File: src/rtl/bp_me_pkg.sv
// Shared types and header-field geometry for the coherence link repeater.
// Flit, cord and length widths stand in for the processor-config-derived NoC widths.
package bp_me_pkg;

    localparam int coh_noc_flit_width_p = 32;
    localparam int coh_noc_cord_width_p = 8;
    localparam int coh_noc_len_width_p  = 4;

    localparam int hdr_cord_offset_lp = 0;
    localparam int hdr_len_offset_lp  = coh_noc_cord_width_p;

    typedef enum logic {e_wh_idle, e_wh_body} bp_wh_track_state_e;

    // ready_and link bundle: valid, payload, and the reverse-direction ready
    typedef struct packed {
        logic                            v;
        logic [coh_noc_flit_width_p-1:0] data;
        logic                            ready_and_rev;
    } bp_ral_link_s;

    function automatic logic [coh_noc_len_width_p-1:0] hdr_len(
        input logic [coh_noc_flit_width_p-1:0] flit
    );
        return flit[hdr_len_offset_lp +: coh_noc_len_width_p];
    endfunction

endpackage

File: src/rtl/bp_coh_link_fifo.sv
// Small 1-read/1-write FIFO without enqueue-on-full bypass.
module bp_coh_link_fifo #(
    parameter int width_p = 32,
    parameter int els_p   = 2
) (
    input  logic               clk,
    input  logic               rst_n,
    input  logic               v_i,
    input  logic [width_p-1:0] data_i,
    output logic               full_o,
    output logic               v_o,
    output logic [width_p-1:0] data_o,
    input  logic               yumi_i
);
    localparam int ptr_w = $clog2(els_p);
    localparam int cnt_w = $clog2(els_p + 1);

    logic [width_p-1:0] mem [els_p];
    logic [ptr_w-1:0]   wptr, rptr;
    logic [cnt_w-1:0]   count;
    logic               enq, deq;

    function automatic logic [ptr_w-1:0] nxt(input logic [ptr_w-1:0] p);
        return (p == ptr_w'(els_p - 1)) ? '0 : p + 1'b1;
    endfunction

    assign full_o = (count == cnt_w'(els_p));
    assign v_o    = (count != '0);
    assign data_o = mem[rptr];
    assign enq    = v_i & ~full_o;
    assign deq    = yumi_i & v_o;

    always_ff @(posedge clk) begin
        if (enq) mem[wptr] <= data_i;
    end

    always_ff @(posedge clk or negedge rst_n) begin
        if (!rst_n) begin
            wptr  <= '0;
            rptr  <= '0;
            count <= '0;
        end else begin
            if (enq) wptr <= nxt(wptr);
            if (deq) rptr <= nxt(rptr);
            if (enq && !deq)      count <= count + 1'b1;
            else if (!enq && deq) count <= count - 1'b1;
        end
    end

endmodule

File: src/rtl/bp_coh_wormhole_tracker.sv
// Tracks wormhole packet boundaries on one link direction and gates input ready
// so a fence can only take effect between packets.
module bp_coh_wormhole_tracker
    import bp_me_pkg::*;
(
    input  logic                            clk,
    input  logic                            rst_n,
    input  logic                            v_i,
    input  logic                            ready_i,
    input  logic [coh_noc_flit_width_p-1:0] data_i,
    input  logic                            fence_i,
    output logic                            ready_and_o,
    output logic                            idle_o,
    output logic                            hdr_accept_o
);
    // state     | meaning
    // e_wh_idle | next accepted flit is a header; fence may block it
    // e_wh_body | body flits outstanding; fence ignored until packet ends

    bp_wh_track_state_e               state;
    logic [coh_noc_len_width_p-1:0]   remaining;
    logic                             accept;
    logic                             unused_data;

    assign unused_data  = ^data_i;
    assign idle_o       = (state == e_wh_idle);
    assign ready_and_o  = ready_i & ~(fence_i & idle_o);
    assign accept       = v_i & ready_and_o;
    assign hdr_accept_o = accept & idle_o;

    always_ff @(posedge clk or negedge rst_n) begin
        if (!rst_n) begin
            state     <= e_wh_idle;
            remaining <= '0;
        end else if (accept) begin
            case (state)
                e_wh_idle: begin
                    if (hdr_len(data_i) != '0) begin
                        state     <= e_wh_body;
                        remaining <= hdr_len(data_i);
                    end
                end
                e_wh_body: begin
                    remaining <= remaining - 1'b1;
                    if (remaining == coh_noc_len_width_p'(1))
                        state <= e_wh_idle;
                end
                default: state <= e_wh_idle;
            endcase
        end
    end

endmodule

File: src/rtl/bp_coh_link_fence_repeater.sv
// Bidirectional retiming repeater for one coherence link with a packet-boundary fence.
// Define BP_COH_LINK_PKT_CNT_EN to build the per-direction header counters.
module bp_coh_link_fence_repeater
    import bp_me_pkg::*;
#(
    parameter int els_p       = 2,
    parameter int cnt_width_p = 32
) (
    input  logic                   coh_clk_i,
    input  logic                   coh_reset_n_i,
    input  bp_ral_link_s           west_link_i,
    output bp_ral_link_s           west_link_o,
    input  bp_ral_link_s           east_link_i,
    output bp_ral_link_s           east_link_o,
    input  logic                   fence_i,
    output logic                   fence_ack_o,
    output logic [cnt_width_p-1:0] pkt_cnt_we_o,
    output logic [cnt_width_p-1:0] pkt_cnt_ew_o
);
    localparam int fw = coh_noc_flit_width_p;

    logic          link_en;
    logic          full_we, full_ew, fv_we, fv_ew;
    logic          rdy_we, rdy_ew, idle_we, idle_ew, hdr_we, hdr_ew;
    logic [fw-1:0] fdata_we, fdata_ew;

    // keeps both inputs not-ready until the first clock after reset release
    always_ff @(posedge coh_clk_i or negedge coh_reset_n_i) begin
        if (!coh_reset_n_i) link_en <= 1'b0;
        else                link_en <= 1'b1;
    end

    bp_coh_wormhole_tracker trk_we (
        .clk(coh_clk_i), .rst_n(coh_reset_n_i),
        .v_i(west_link_i.v), .ready_i(link_en & ~full_we), .data_i(west_link_i.data),
        .fence_i(fence_i), .ready_and_o(rdy_we), .idle_o(idle_we), .hdr_accept_o(hdr_we)
    );

    bp_coh_wormhole_tracker trk_ew (
        .clk(coh_clk_i), .rst_n(coh_reset_n_i),
        .v_i(east_link_i.v), .ready_i(link_en & ~full_ew), .data_i(east_link_i.data),
        .fence_i(fence_i), .ready_and_o(rdy_ew), .idle_o(idle_ew), .hdr_accept_o(hdr_ew)
    );

    bp_coh_link_fifo #(.width_p(fw), .els_p(els_p)) fifo_we (
        .clk(coh_clk_i), .rst_n(coh_reset_n_i),
        .v_i(west_link_i.v & rdy_we), .data_i(west_link_i.data), .full_o(full_we),
        .v_o(fv_we), .data_o(fdata_we), .yumi_i(fv_we & east_link_i.ready_and_rev)
    );

    bp_coh_link_fifo #(.width_p(fw), .els_p(els_p)) fifo_ew (
        .clk(coh_clk_i), .rst_n(coh_reset_n_i),
        .v_i(east_link_i.v & rdy_ew), .data_i(east_link_i.data), .full_o(full_ew),
        .v_o(fv_ew), .data_o(fdata_ew), .yumi_i(fv_ew & west_link_i.ready_and_rev)
    );

    assign east_link_o.v             = fv_we;
    assign east_link_o.data          = fdata_we;
    assign east_link_o.ready_and_rev = rdy_ew;
    assign west_link_o.v             = fv_ew;
    assign west_link_o.data          = fdata_ew;
    assign west_link_o.ready_and_rev = rdy_we;

    always_ff @(posedge coh_clk_i or negedge coh_reset_n_i) begin
        if (!coh_reset_n_i) fence_ack_o <= 1'b0;
        else                fence_ack_o <= fence_i & idle_we & idle_ew & ~fv_we & ~fv_ew;
    end

`ifdef BP_COH_LINK_PKT_CNT_EN
    logic [cnt_width_p-1:0] cnt_we, cnt_ew;

    always_ff @(posedge coh_clk_i or negedge coh_reset_n_i) begin
        if (!coh_reset_n_i) begin
            cnt_we <= '0;
            cnt_ew <= '0;
        end else begin
            if (hdr_we) cnt_we <= cnt_we + 1'b1;
            if (hdr_ew) cnt_ew <= cnt_ew + 1'b1;
        end
    end

    assign pkt_cnt_we_o = cnt_we;
    assign pkt_cnt_ew_o = cnt_ew;
`else
    logic unused_hdr;
    assign unused_hdr   = hdr_we ^ hdr_ew;
    assign pkt_cnt_we_o = '0;
    assign pkt_cnt_ew_o = '0;
`endif

endmodule
File: config.mk
export PLATFORM = sky130hd
export DESIGN_NAME = bp_coh_link_fence_repeater
export DESIGN_NICKNAME = d
export VERILOG_FILES = /design/src/rtl/bp_me_pkg.sv /design/src/rtl/bp_coh_link_fifo.sv /design/src/rtl/bp_coh_wormhole_tracker.sv /design/src/rtl/bp_coh_link_fence_repeater.sv
export SDC_FILE = /design/constraint.sdc
export NUM_CORES = 1
export LEC_CHECK = 0
export ABC_AREA = 1
export BUFFER_PORTS_ARGS = -buffer_cell sky130_fd_sc_hd__buf_2
export CORE_MARGIN = 2
export CORE_UTILIZATION = 53
export CTS_BUF_LIST = sky130_fd_sc_hd__clkbuf_8
export CTS_CLUSTER_SIZE = 20
export DETAILED_ROUTE_END_ITERATION = 16
export PLACE_DENSITY = 0.81
export SLEW_MARGIN = 20
export SYNTH_ARGS = -nofsm -noshare
export SYNTH_HDL_FRONTEND = slang
export SYNTH_SLANG_ARGS = --single-unit
export TNS_END_PERCENT = 10
File: constraint.sdc
create_clock -name coh_clk_i -period 3.5 [get_ports coh_clk_i]
set_input_delay 0.35 -clock coh_clk_i [delete_from_list [all_inputs] [get_ports coh_clk_i]]
set_output_delay 0.35 -clock coh_clk_i [all_outputs]
set_load 0.005 [all_outputs]
# Word-level counts from Yosys, hierarchy flattened
# Memory sizes are Yosys's and may differ from the RTL's.
# Cells that the tools add are included.
# word_totals
ramBits,128
mem_count,2
romBits,0
input_bits,71
latch_bits,0
register_bits,20
# memory_table
memory,depth,word_bits,rd,rd_clocked_by_memory_dff,wr,line_no,rtl
fifo_ew.mem,2,32,1,0,1,bp_coh_link_fifo.sv:18,logic [width_p-1:0] mem [els_p];
fifo_we.mem,2,32,1,0,1,bp_coh_link_fifo.sv:18,
# op_classes
multipliers,0
bitwise,25
add_sub_neg,10
div_mod_pow,0
n_reduce_logical,16
n_shift,0
order_cmp,0
n_mux,22
eq_ne,6
# ops
cell,count
1-bit AND,17
4-bit one-hot mux with 2 select lines,2
1-bit 2-to-1 mux,12
4-bit by 1-bit == test with 1-bit output (second input constant),2
2-bit 2-to-1 mux,4
4-bit 2-to-1 mux,2
1-bit NOT,8
2-bit nonzero test,4
4-bit nonzero test,2
4-bit by 1-bit subtractor with 4-bit output (second input constant),2
1-bit adder (second input constant),4
2-bit by 1-bit adder with 2-bit output (second input constant),2
2-bit == test (second input constant),2
1-bit logical AND,4
1-bit logical NOT,4
1-bit one-hot mux with 2 select lines,2
2-bit AND reduction,2
2-bit by 1-bit subtractor with 2-bit output (second input constant),2
2-bit by 1-bit inequality test with 1-bit output (second input constant),1
2-bit inequality test (second input constant),1

# Depth between registers and ports, before layout
# Gate-level depths: netlist (run 1).
# depth
word_depth,10
mapped_depth,9
mapped_depth_nobuf,8

# Hierarchy
# Synthesis (run 1) repeated with hierarchy kept, for this count alone.
# unflattened
hier_cells,590
hier_area_um2,7250.7
# by_module_without_submodules
module,seq_area_each_um2,cells_per_inst,n_inst,area_per_inst_um2
bp_coh_link_fifo,2021.9,199,2,2926.6
bp_coh_wormhole_tracker,125.1,52,2,380.4
bp_coh_link_fence_repeater,50.0,88,1,636.9

# Least setup slack after synthesis (run 1)
# Ideal clock, no wire load.
# synth_timing
kind,flip-flop to flip-flop
start,register trk_we.state
end,memory fifo_we.mem[0][0] (enable)
setup_slack_ns,0.958
synth_period_minus_slack_ns,2.542
stages_incl_launch_ff,5
setup_time_ns,0.421
arrival_ns,2.121
required_ns,3.079
path_buffers,0
path_cell_list,dfrtp_1 > inv_2 > nand2_4 > nand4_4 > nor2_1
# synth_between
elab_chain_len,8
# synth_rtl
item,line_no,rtl
start: declaration,bp_coh_wormhole_tracker.sv:20,bp_wh_track_state_e state;
start signal: assignment,bp_coh_wormhole_tracker.sv:33,state <= e_wh_idle;
start signal: assignment,bp_coh_wormhole_tracker.sv:39,state <= e_wh_body;
start signal: assignment,bp_coh_wormhole_tracker.sv:46,state <= e_wh_idle;
1-bit NOT,bp_coh_wormhole_tracker.sv:26,assign idle_o = (state == e_wh_idle);
1-bit AND,bp_coh_wormhole_tracker.sv:27,assign ready_and_o = ready_i & ~(fence_i & idle_o);
1-bit NOT,bp_coh_wormhole_tracker.sv:27,
1-bit AND,bp_coh_wormhole_tracker.sv:27,
1-bit AND,bp_coh_link_fence_repeater.sv:47,".v_i(west_link_i.v & rdy_we), .data_i(west_link_i.data), .full_o(full_we),"
1-bit AND,bp_coh_link_fifo.sv:30,assign enq = v_i & ~full_o;
1-bit 2-to-1 mux,bp_coh_link_fifo.sv:34,if (enq) mem[wptr] <= data_i;
1-bit 2-to-1 mux (implied by the code),bp_coh_link_fifo.sv:34,
end: declaration,bp_coh_link_fifo.sv:18,
# No other way between the ends.

==> impl_metrics.toml, run 1 <==
[worst_setup_path]
worst-path-buf-inv = 3
cp-startpoint = "fifo_we.rptr$_DFFE_PN0P_"
crit_type = "flip-flop to primary output"
critPathLaunchType = "flip-flop"
r2r-start = "fifo_we.rptr$_DFFE_PN0P_"
cp_top_family = "buffers and inverters"
cp.arrival_ns = 2.40
r2r-end = "fifo_we.rptr$_DFFE_PN0P_"
path_max_fanout = 33
cpPeakStageDelay_ns = 0.82
crit_top_cell = "nand2_1"
reg2reg_slack_ns = 1.49
crit_chain = "buf_4, clkinv_1, nand2_1, nand2_1, buf_2"
crit_required_ns = 3.15
reg2reg_depth = 3
cp-end-kind = "primary output"
crit_path_top_delay_cell = "clkinv_1"

[pwr]
p_int_mw = 3.501
comb_power_share_pct = 31.0
power_density_nw_per_um2 = 715.0
p_sw_share_pct = 33.58
ir_worst_vdd_mv = 0.3315
clockPowerShare_pct = 24.2
power_mw = 5.270
seq_power_share_pct = 44.8
cellLeakagePower_nw = 3.399
p_switching_mw = 1.770

[routing]
post-route-drc-count = 0
drt-initial-drc-count = 190
ant_nets = 0
vias_per_cell = 4.786
routedWlPerCell_um = 13.94
vias = 4154
routed_wl_mm = 12.10
dr.pass1.iters = 4

[finish]
fill_cells = 908
regArea_um2 = 4344
areaGrowthSynthToFinish_pct = 15.62
final_cells = 868
drive_above_1_share_pct = 26.49
multi_input_area_um2 = 1612
antenna_cells = 0
num-nets-final = 785
final_util_pct = 62.14

[min_path]
whs_endpoint = "fifo_we.mem[0][0]$_DFFE_PP_"
hp-start = "west_link_i[1]"
min_path_type = "primary input to flip-flop"
holdPathStages = 1

[floorplanning]
num_io_pins = 204
num_rows = 40
die_h_um = 113.7
die_w_um = 113.7
die-area_um2 = 12920
start_util_pct = 53.74
core_area_um2 = 11860

[sta]
min_period_ns = 2.747
grt_setup_unrepaired = "false"
skew_ns = 0.01373
drv_slew = 0
hold_violations = 0
tightest_slew_ns = 0.9252
max_freq_mhz = 364.0
setup_viol = 0
fin_tns_setup_ns = 0
holdWs_ns = 0.09771
slew_headroom_pct = 37.94
post-route-period-util_pct = 78.48

[yosys]
synth_area_leader_cell = "edfxtp_1"
synth_edf_count = 128
synth.avg_cell_area_um2 = 11.34
synth_area_um2 = 6375
ys.flop_type = "edfxtp_1"
synth.yosys.seq_area_share_pct = 68.15
ys_types = 26
synth_top_area_share_pct = 60.29
ys_seq_elements = 148
yosysWarnings = 0
syn_inst = 562
synth.area.top_cells = "edfxtp_1 60%, nand2_1 14%, buf_4 8.1%, dfrtp_1 7.9%, ha_1 1.2%"
async_flop_share_pct = 13.51

[clock_network]
cts-root-buf = "clkbuf_8"
cts_max_level = 4
clk-insertion-delay-late_ns = 0.44
cts.path.max_buffers = 2
cts_resized = 0
cts_tree = "done"
clock-sinks = 148
path_clk_slew_ns = 0.07
cts_made_buffers = 17

[grt]
first_global_vias = 4071
grt_pass1_wl_mm = 18.96
overflow = 0
grt_max_degree = 34
grt_antenna_before_repair = 0
grtUsageTotal_pct = 19.27

[placement]
gp_congestion = 0.8041
io_buffers = 139
placedCellCount = 835
dp_hpwl_mm = 8.423

[status]
outcome = "completed"

[flow_run]
cap_violations = 0
[metrics by stage]
| stage | area, um^2 | worst slack (ns) |
|---|---|---|
| after detailed placement | 6978 | 1.192 |
| after global placement | 6978 | 1.242 |
| after CTS | 7371 | 0.6839 |
| after floorplan | 6611 | 0.9581 |
| final | 7371 | 0.7530 |
| after global routing | 7371 | 0.4858 |
[worst register-to-register path, cell delays in order, from the launching register on]
cell	delay [ns]
dfrtp_1	0.32
buf_4	0.32
clkinv_1	0.82
xor2_1	0.40
[synth_stat cells (4+ instances only)]
library cell  instances
nand3_1              11
o21ai_0               8
xor2_1                6
edfxtp_1            128
nor2_1               12
inv_1                20
nand2_1             243
dfrtp_1              20
buf_4                69
ha_1                  6
clkbuf_1             10
buf_2                 4
[power groups by stage]
stage	clock network [mW]	logic (mW)	registers, mW
final	1.27	1.64	2.36
after floorplan	0	1.11	2.33
after CTS	1.31	1.66	2.36
after global routing	1.38	1.85	2.39
after detailed placement	0	1.64	2.39
after global placement	0	1.56	2.38
[layout by cell type (no fill, tap or decap)]
| cell | count |
|---|---|
| bufinv_16 | 3 |
| conb_1 | 65 |
| nor2_2 | 6 |
| clkinv_1 | 4 |
| clkbuf_8 | 17 |
| ha_1 | 6 |
| a21oi_1 | 2 |
| nor2_1 | 8 |
| xnor2_1 | 2 |
| o21ai_0 | 8 |
| nand4_1 | 2 |
| clkinv_2 | 5 |
| clkinvlp_4 | 2 |
| nand2_1 | 243 |
| nor4_1 | 1 |
| inv_1 | 23 |
| dfrtp_1 | 20 |
| nand3_1 | 11 |
| nor2_4 | 2 |
| nand4_4 | 2 |
| buf_4 | 7 |
| nand2_2 | 2 |
| dlygate4sd3_1 | 1 |
| nand2_4 | 1 |
| xor2_1 | 6 |
| nand3_4 | 1 |
| edfxtp_1 | 128 |
| inv_2 | 2 |
| buf_2 | 139 |
| or2_2 | 2 |
[layer usage]
layer / GRT usage (%) / vias up / wire, um
li1: - / 1991 / -
met5: 0 / - / 0
met1: 21.54 / 1988 / 4449
met3: 3.932 / 20 / 567
met4: 9.512 / 0 / 238
met2: 35.05 / 155 / 6849
[how the worst max path moves through the flow]
stage	endpoint	slack (ns)	cells after the start
floorplan	fifo_we.mem[0][0]$_DFFE_PP_	0.96	4
global placement	east_link_o[5]	1.24	5
detailed placement	east_link_o[20]	1.19	5
CTS	east_link_o[20]	0.68	5
global route	east_link_o[19]	0.49	5
finish	east_link_o[25]	0.75	5
[registers in the layout, summed over array words and instances (netlist names)]
register / count
link_en: 1
trk_ew.remaining: 4
fifo_ew.mem: 64
fifo_ew.count: 2
trk_ew.state: 1
fifo_ew.rptr: 1
fifo_ew.wptr: 1
fence_ack_o: 1
trk_we.remaining: 4
trk_we.state: 1
fifo_we.rptr: 1
fifo_we.wptr: 1
fifo_we.count: 2
fifo_we.mem: 64
[cell type report]
cell class / count / area share, %
Tap cell: 147 / 2.495
Inverter: 24 / 1.222
Timing Repair Buffer: 147 / 10.29
Clock buffer: 17 / 3.174
Multi-Input combinational cell: 370 / 21.86
Sequential cell: 148 / 58.94
Clock inverter: 15 / 2.020
[cells by family (layout without fill, tap and decap cells)]
logic type | Yosys count | count (layout) | share of synthesized area (%)
and+or+nand+nor | 281 | 281 | 18.23
buffers and inverters | 107 | 203 | 10.44
xor gates and xnor gates | 8 | 8 | 1.099
adders and majority gates | 6 | 6 | 1.178
DFF | 148 | 148 | 68.15
AOI/OAI and AO/OA | 10 | 10 | 0.7851
other | 2 | 65 | 0.1178
[timing repair]
action                                  in CTS  in global routing
hold buffers                                 1                  0
endpoints found under the setup margin       0                  0
endpoints found under the hold margin       20                  0
setup buffers                                0                  0
(Power assumes the default switching activity.)
==> run 2, diff against run 1 <==
==> constraint.sdc (replaced) <==
create_clock -name coh_clk_i -period 2.6 [get_ports coh_clk_i]
set_input_delay 0.26 -clock coh_clk_i [delete_from_list [all_inputs] [get_ports coh_clk_i]]
set_output_delay 0.26 -clock coh_clk_i [all_outputs]
set_load 0.005 [all_outputs]
==> run 2 against run 1 <==
Net effect:
- highest routed layer unchanged
- non-clock buffer count rose by 31
- combinational power grew 38%
- sequential power grew 34%
- register-to-register slack got worse by 0.67 ns
- critical path type unchanged
- sequential share of layout area down 2.7 points
- via count is 2.9% higher
- largest cell class unchanged
==> impl_metrics.toml, run 2 (synthesis results as in run 1) <==
[status]
outcome = "completed"

[floorplanning]
die_w_um = 113.7
die_h_um = 113.7
num_io_pins = 204
die-area_um2 = 12920
start_util_pct = 53.74
core_area_um2 = 11860
num_rows = 40

[finish]
drive_above_1_share_pct = 25.40
num-nets-final = 816
areaGrowthSynthToFinish_pct = 21.16
layout_common_cells = "243 x nand2_1, 139 x buf_2, 128 x edfxtp_1"
mostFrequentLayoutCell = "nand2_1"
final_util_pct = 65.12
top_regs = "fifo_ew.mem (64), fifo_we.mem (64)"
antenna_cells = 0
final_cells = 899

[routing]
vias_per_cell = 4.756
dr.pass1.iters = 4
post-route-drc-count = 0
routedWlPerCell_um = 14.63
drt-initial-drc-count = 243
routed_wl_mm = 13.16
vias = 4276
ant_nets = 0

[grt]
overflow = 0
grt_pass1_wl_mm = 19.34
first_global_vias = 4059
grt_antenna_before_repair = 0
grtUsageTotal_pct = 19.59
grt_max_degree = 34

[clock_network]
path_clk_slew_ns = 0.08
clock-sinks = 148
cts_setup_buffers = 0
cts_resized = 0
cts.path.max_buffers = 2
cts_max_level = 4
clk-insertion-delay-late_ns = 0.43
cts_tree = "done"
cts_made_buffers = 17
cts-root-buf = "clkbuf_8"

[worst_setup_path]
cpPeakStageDelay_ns = 0.78
reg2reg_depth = 5
path_max_fanout = 33
crit_chain = "clkinv_1, nand2_1, nand2_1, buf_2"
crit_type = "flip-flop to primary output"
crit_required_ns = 2.34
cp-end-kind = "primary output"
crit_path_top_delay_cell = "clkinv_1"
critPathLaunchType = "flip-flop"
cp.arrival_ns = 2.09
crit_top_cell = "nand2_1"

[pwr]
cellLeakagePower_nw = 3.530
ir_worst_vdd_mv = 0.5123
power_density_nw_per_um2 = 945.3
power_mw = 7.301

[min_path]
min_path_type = "primary input to flip-flop"
holdPathStages = 1

[sta]
skew_ns = 0.01330
slew_headroom_pct = 32.65
fin_tns_setup_ns = 0
setup_viol = 0
max_freq_mhz = 425.7
drv_slew = 0
tightest_slew_ns = 1.004
holdWs_ns = 0.02883
min_period_ns = 2.349
hold_violations = 0
grt_setup_unrepaired = "false"
post-route-period-util_pct = 90.36

[placement]
placedCellCount = 834
gp_congestion = 0.8234
dp_hpwl_mm = 8.609
io_buffers = 139

[flow_run]
cap_violations = 0
run 2: changes by cell type in the layout (fill, tap and decap cells not counted), sizes merged:
cell / change
dlygate4sd3: +32
buf: -1
bufinv: +1
clkinv: -1
clkinvlp: +1
inv: -1
run 2: path summary, 6_finish.rpt:
path	from	endpoint	slack, ns
max in group asynchronous	coh_reset_n_i	fifo_we.wptr$_DFFE_PN0P_	1.98
setup / recovery	fifo_we.rptr$_DFFE_PN0P_	east_link_o[1]	0.25
hold reg to reg	fifo_we.count[0]$_DFFE_PN0P_	fifo_we.count[0]$_DFFE_PN0P_	0.48
setup reg to reg	trk_we.state$_DFFE_PN0P_	fifo_we.mem[1][2]$_DFFE_PP_	0.82
hold / removal	east_link_i[26]	fifo_ew.mem[0][25]$_DFFE_PP_	0.03
min in group asynchronous	coh_reset_n_i	fifo_we.count[1]$_DFFE_PN0P_	0.31
run 2: where the power goes:
part / internal (mW) / total, mW / switching, mW
clock network: 1.04 / 1.87 / 0.836
logic: 0.848 / 2.27 / 1.42
registers: 2.97 / 3.16 / 0.191
total: 4.85 / 7.30 / 2.45
run 2: final cells by class:
| type | count | area (um^2) |
|---|---|---|
| well taps | 147 | 183.9 |
| inverters | 24 | 90.09 |
| repair buffers | 178 | 1071 |
| multi-input cells | 370 | 1612 |
| flip-flops and latches | 148 | 4344 |
| fillers | 871 | 4138 |
| clock inverters | 15 | 188.9 |
| clock buffers | 17 | 234.0 |
run 2: layer usage:
layer	part of all wire, %	wire (um)	GRT usage [%]
met1	37	4848	21.73
met2	56	7331	36.17
met3	4.8	636	4.038
met4	2.6	340	8.862
met5	0	0	0
run 2: critical path: cells and delay by family, from the launching register on:
kind | cells | cell delay (ns)
buf+inv | 2 | 0.92
flops | 1 | 0.36
simple gates | 2 | 0.38
run 2: what timing repair did:
action,CTS,global route
endpoints found under the setup margin,0,0
hold buffers,21,12
endpoints found under the hold margin,58,21
run 2: through the flow:
stage | instance area (um^2) | setup slack (ns)
2_1_floorplan | 6611 | 0.05806
3_3_place_gp | 6970 | 0.7551
3_5_place_dp | 6970 | 0.7493
4_1_cts | 7604 | 0.2360
5_1_grt | 7724 | 0.002334
6_report | 7724 | 0.2508
==> run 3, diff against run 2 <==
--- a/config.mk
+++ b/config.mk
@@ -13,6 +13,7 @@
 export CTS_CLUSTER_SIZE = 20
 export DETAILED_ROUTE_END_ITERATION = 16
 export PLACE_DENSITY = 0.81
+export SETUP_SLACK_MARGIN = 0.5
 export SLEW_MARGIN = 20
 export SYNTH_ARGS = -nofsm -noshare
 export SYNTH_HDL_FRONTEND = slang
==> run 3 against run 2 <==
Net effect:
- critical path depth unchanged
- setup slack better by 0.38 ns
- sequential power barely moved
- highest routed layer unchanged
- register-to-register slack about the same
- hold slack got worse by 0.0045 ns
- routed wire length fell by 0.20%
- clock skew rose by 0.0020 ns
- clock power barely moved
- total power barely moved
- die area stayed put
==> impl_metrics.toml, run 3 (synthesis results as in run 1) <==
[finish]
design_area_um2 = 7729
final_cells = 899
drive_above_1_share_pct = 25.66
mostFrequentLayoutCell = "nand2_1"
top_regs = "fifo_ew.mem (64), fifo_we.mem (64)"
num-nets-final = 816
antenna_cells = 0
areaGrowthSynthToFinish_pct = 21.24
layout_common_cells = "243 x nand2_1, 139 x buf_2, 128 x edfxtp_1"

[grt]
grt_antenna_before_repair = 0
first_global_vias = 4059
grt_max_degree = 34
grt_pass1_wl_mm = 19.34
overflow = 0
grtUsageTotal_pct = 19.59

[worst_setup_path]
worst-path-buf-inv = 2
cpPeakStageDelay_ns = 0.48
crit_type = "flip-flop to primary output"
path_max_fanout = 33
cp-end-kind = "primary output"
crit_required_ns = 2.34
crit_chain = "clkinvlp_4, nand2_1, nand2_1, buf_2"
crit_top_cell = "nand2_1"
cp_top_family = "buffers and inverters"
crit_path_top_delay_cell = "clkinvlp_4"
cp.arrival_ns = 1.71
critPathLaunchType = "flip-flop"

[routing]
vias_per_cell = 4.793
ant_nets = 0
routedWlPerCell_um = 14.61
vias = 4309
routed_wl_mm = 13.13
drt-initial-drc-count = 233
dr.pass1.iters = 5
post-route-drc-count = 0

[pwr]
p_sw_share_pct = 33.60
p_int_mw = 4.848
clockPowerShare_pct = 25.6
seq_power_share_pct = 43.4
comb_power_share_pct = 31.0
ir_worst_vdd_mv = 0.5113
cellLeakagePower_nw = 3.531
power_mw = 7.302
power_density_nw_per_um2 = 944.8
p_switching_mw = 2.453

[clock_network]
cts_max_level = 4
cts_setup_buffers = 0
cts-root-buf = "clkbuf_8"
path_clk_slew_ns = 0.08
cts_made_buffers = 17
cts.path.max_buffers = 2
clk-insertion-delay-late_ns = 0.43
clock-sinks = 148
cts_tree = "done"

[flow_run]
cap_violations = 0

[placement]
dp_hpwl_mm = 8.609
io_buffers = 139
postPlaceCellArea_um2 = 6970
placedCellCount = 834
gp_congestion = 0.8234

[sta]
hold_violations = 0
fin_tns_setup_ns = 0
post-route-period-util_pct = 75.91
slew_headroom_pct = 63.45
setup_viol = 0
tightest_slew_ns = 0.5471
max_freq_mhz = 506.7
skew_ns = 0.01529
grt_setup_unrepaired = "true"
min_period_ns = 1.974
holdWs_ns = 0.02433
drv_slew = 0

[floorplanning]
core_area_um2 = 11860
num_io_pins = 204
die_w_um = 113.7
num_rows = 40
die-area_um2 = 12920
die_h_um = 113.7
start_util_pct = 53.74

[status]
outcome = "completed"

[min_path]
min_path_type = "primary input to flip-flop"
run 3: worst paths after layout:
| kind | cells after the start | end | slack [ns] | start |
|---|---|---|---|---|
| setup / recovery | 4 | west_link_o[20] | 0.63 | fifo_ew.rptr$_DFFE_PN0P_ |
| hold / removal | 1 | fifo_we.mem[1][31]$_DFFE_PP_ | 0.02 | west_link_i[32] |
| setup reg to reg | 5 | fifo_ew.mem[1][4]$_DFFE_PP_ | 0.81 | trk_ew.state$_DFFE_PN0P_ |
| hold reg to reg | 1 | fifo_we.count[0]$_DFFE_PN0P_ | 0.48 | fifo_we.count[0]$_DFFE_PN0P_ |
| max in group asynchronous | 2 | fifo_we.wptr$_DFFE_PN0P_ | 1.98 | coh_reset_n_i |
| min in group asynchronous | 2 | fifo_we.count[1]$_DFFE_PN0P_ | 0.30 | coh_reset_n_i |
run 3: layout make-up:
type,count,area (um^2)
Multi-Input combinational cell,370,1612
Timing Repair Buffer,178,1071
Tap cell,147,183.9
Inverter,24,95.09
Clock inverter,15,188.9
Fill cell,868,4133
Clock buffer,17,234.0
Sequential cell,148,4344
run 3: power by group through the flow:
stage,Combinational [mW],Sequential (mW),Clock [mW]
6_report,2.26,3.17,1.87
5_1_grt,2.54,3.21,1.99
4_1_cts,2.24,3.16,1.90
3_5_place_dp,2.21,3.21,0
3_3_place_gp,2.12,3.18,0
2_1_floorplan,1.50,3.14,0
run 3: worst register-to-register path: stages, from the launching register on:
cell     delay [ns]
dfrtp_1        0.52
inv_2          0.12
nand2_2        0.11
nand4_4        0.15
nor2_2         0.13
buf_4          0.40
run 3: through the flow:
stage	setup slack (ns)	utilization [%]
6_report	0.6263	65.16
5_1_grt	0.4924	65.16
4_1_cts	0.2966	64.11
3_5_place_dp	0.7493	58.77
3_3_place_gp	0.7551	58.77
2_1_floorplan	0.05806	-
run 3: per-layer routing:
layer	track usage, %	wire length, um
met5	0	0
met4	8.862	329
met3	4.038	689
met2	36.17	7349
met1	21.73	4762
run 3: what timing repair did:
item,4_1_cts,5_1_grt
gates resized for setup,1,1
hold buffers,21,12
endpoints found under the hold margin,58,21
setup endpoints to repair,64,32
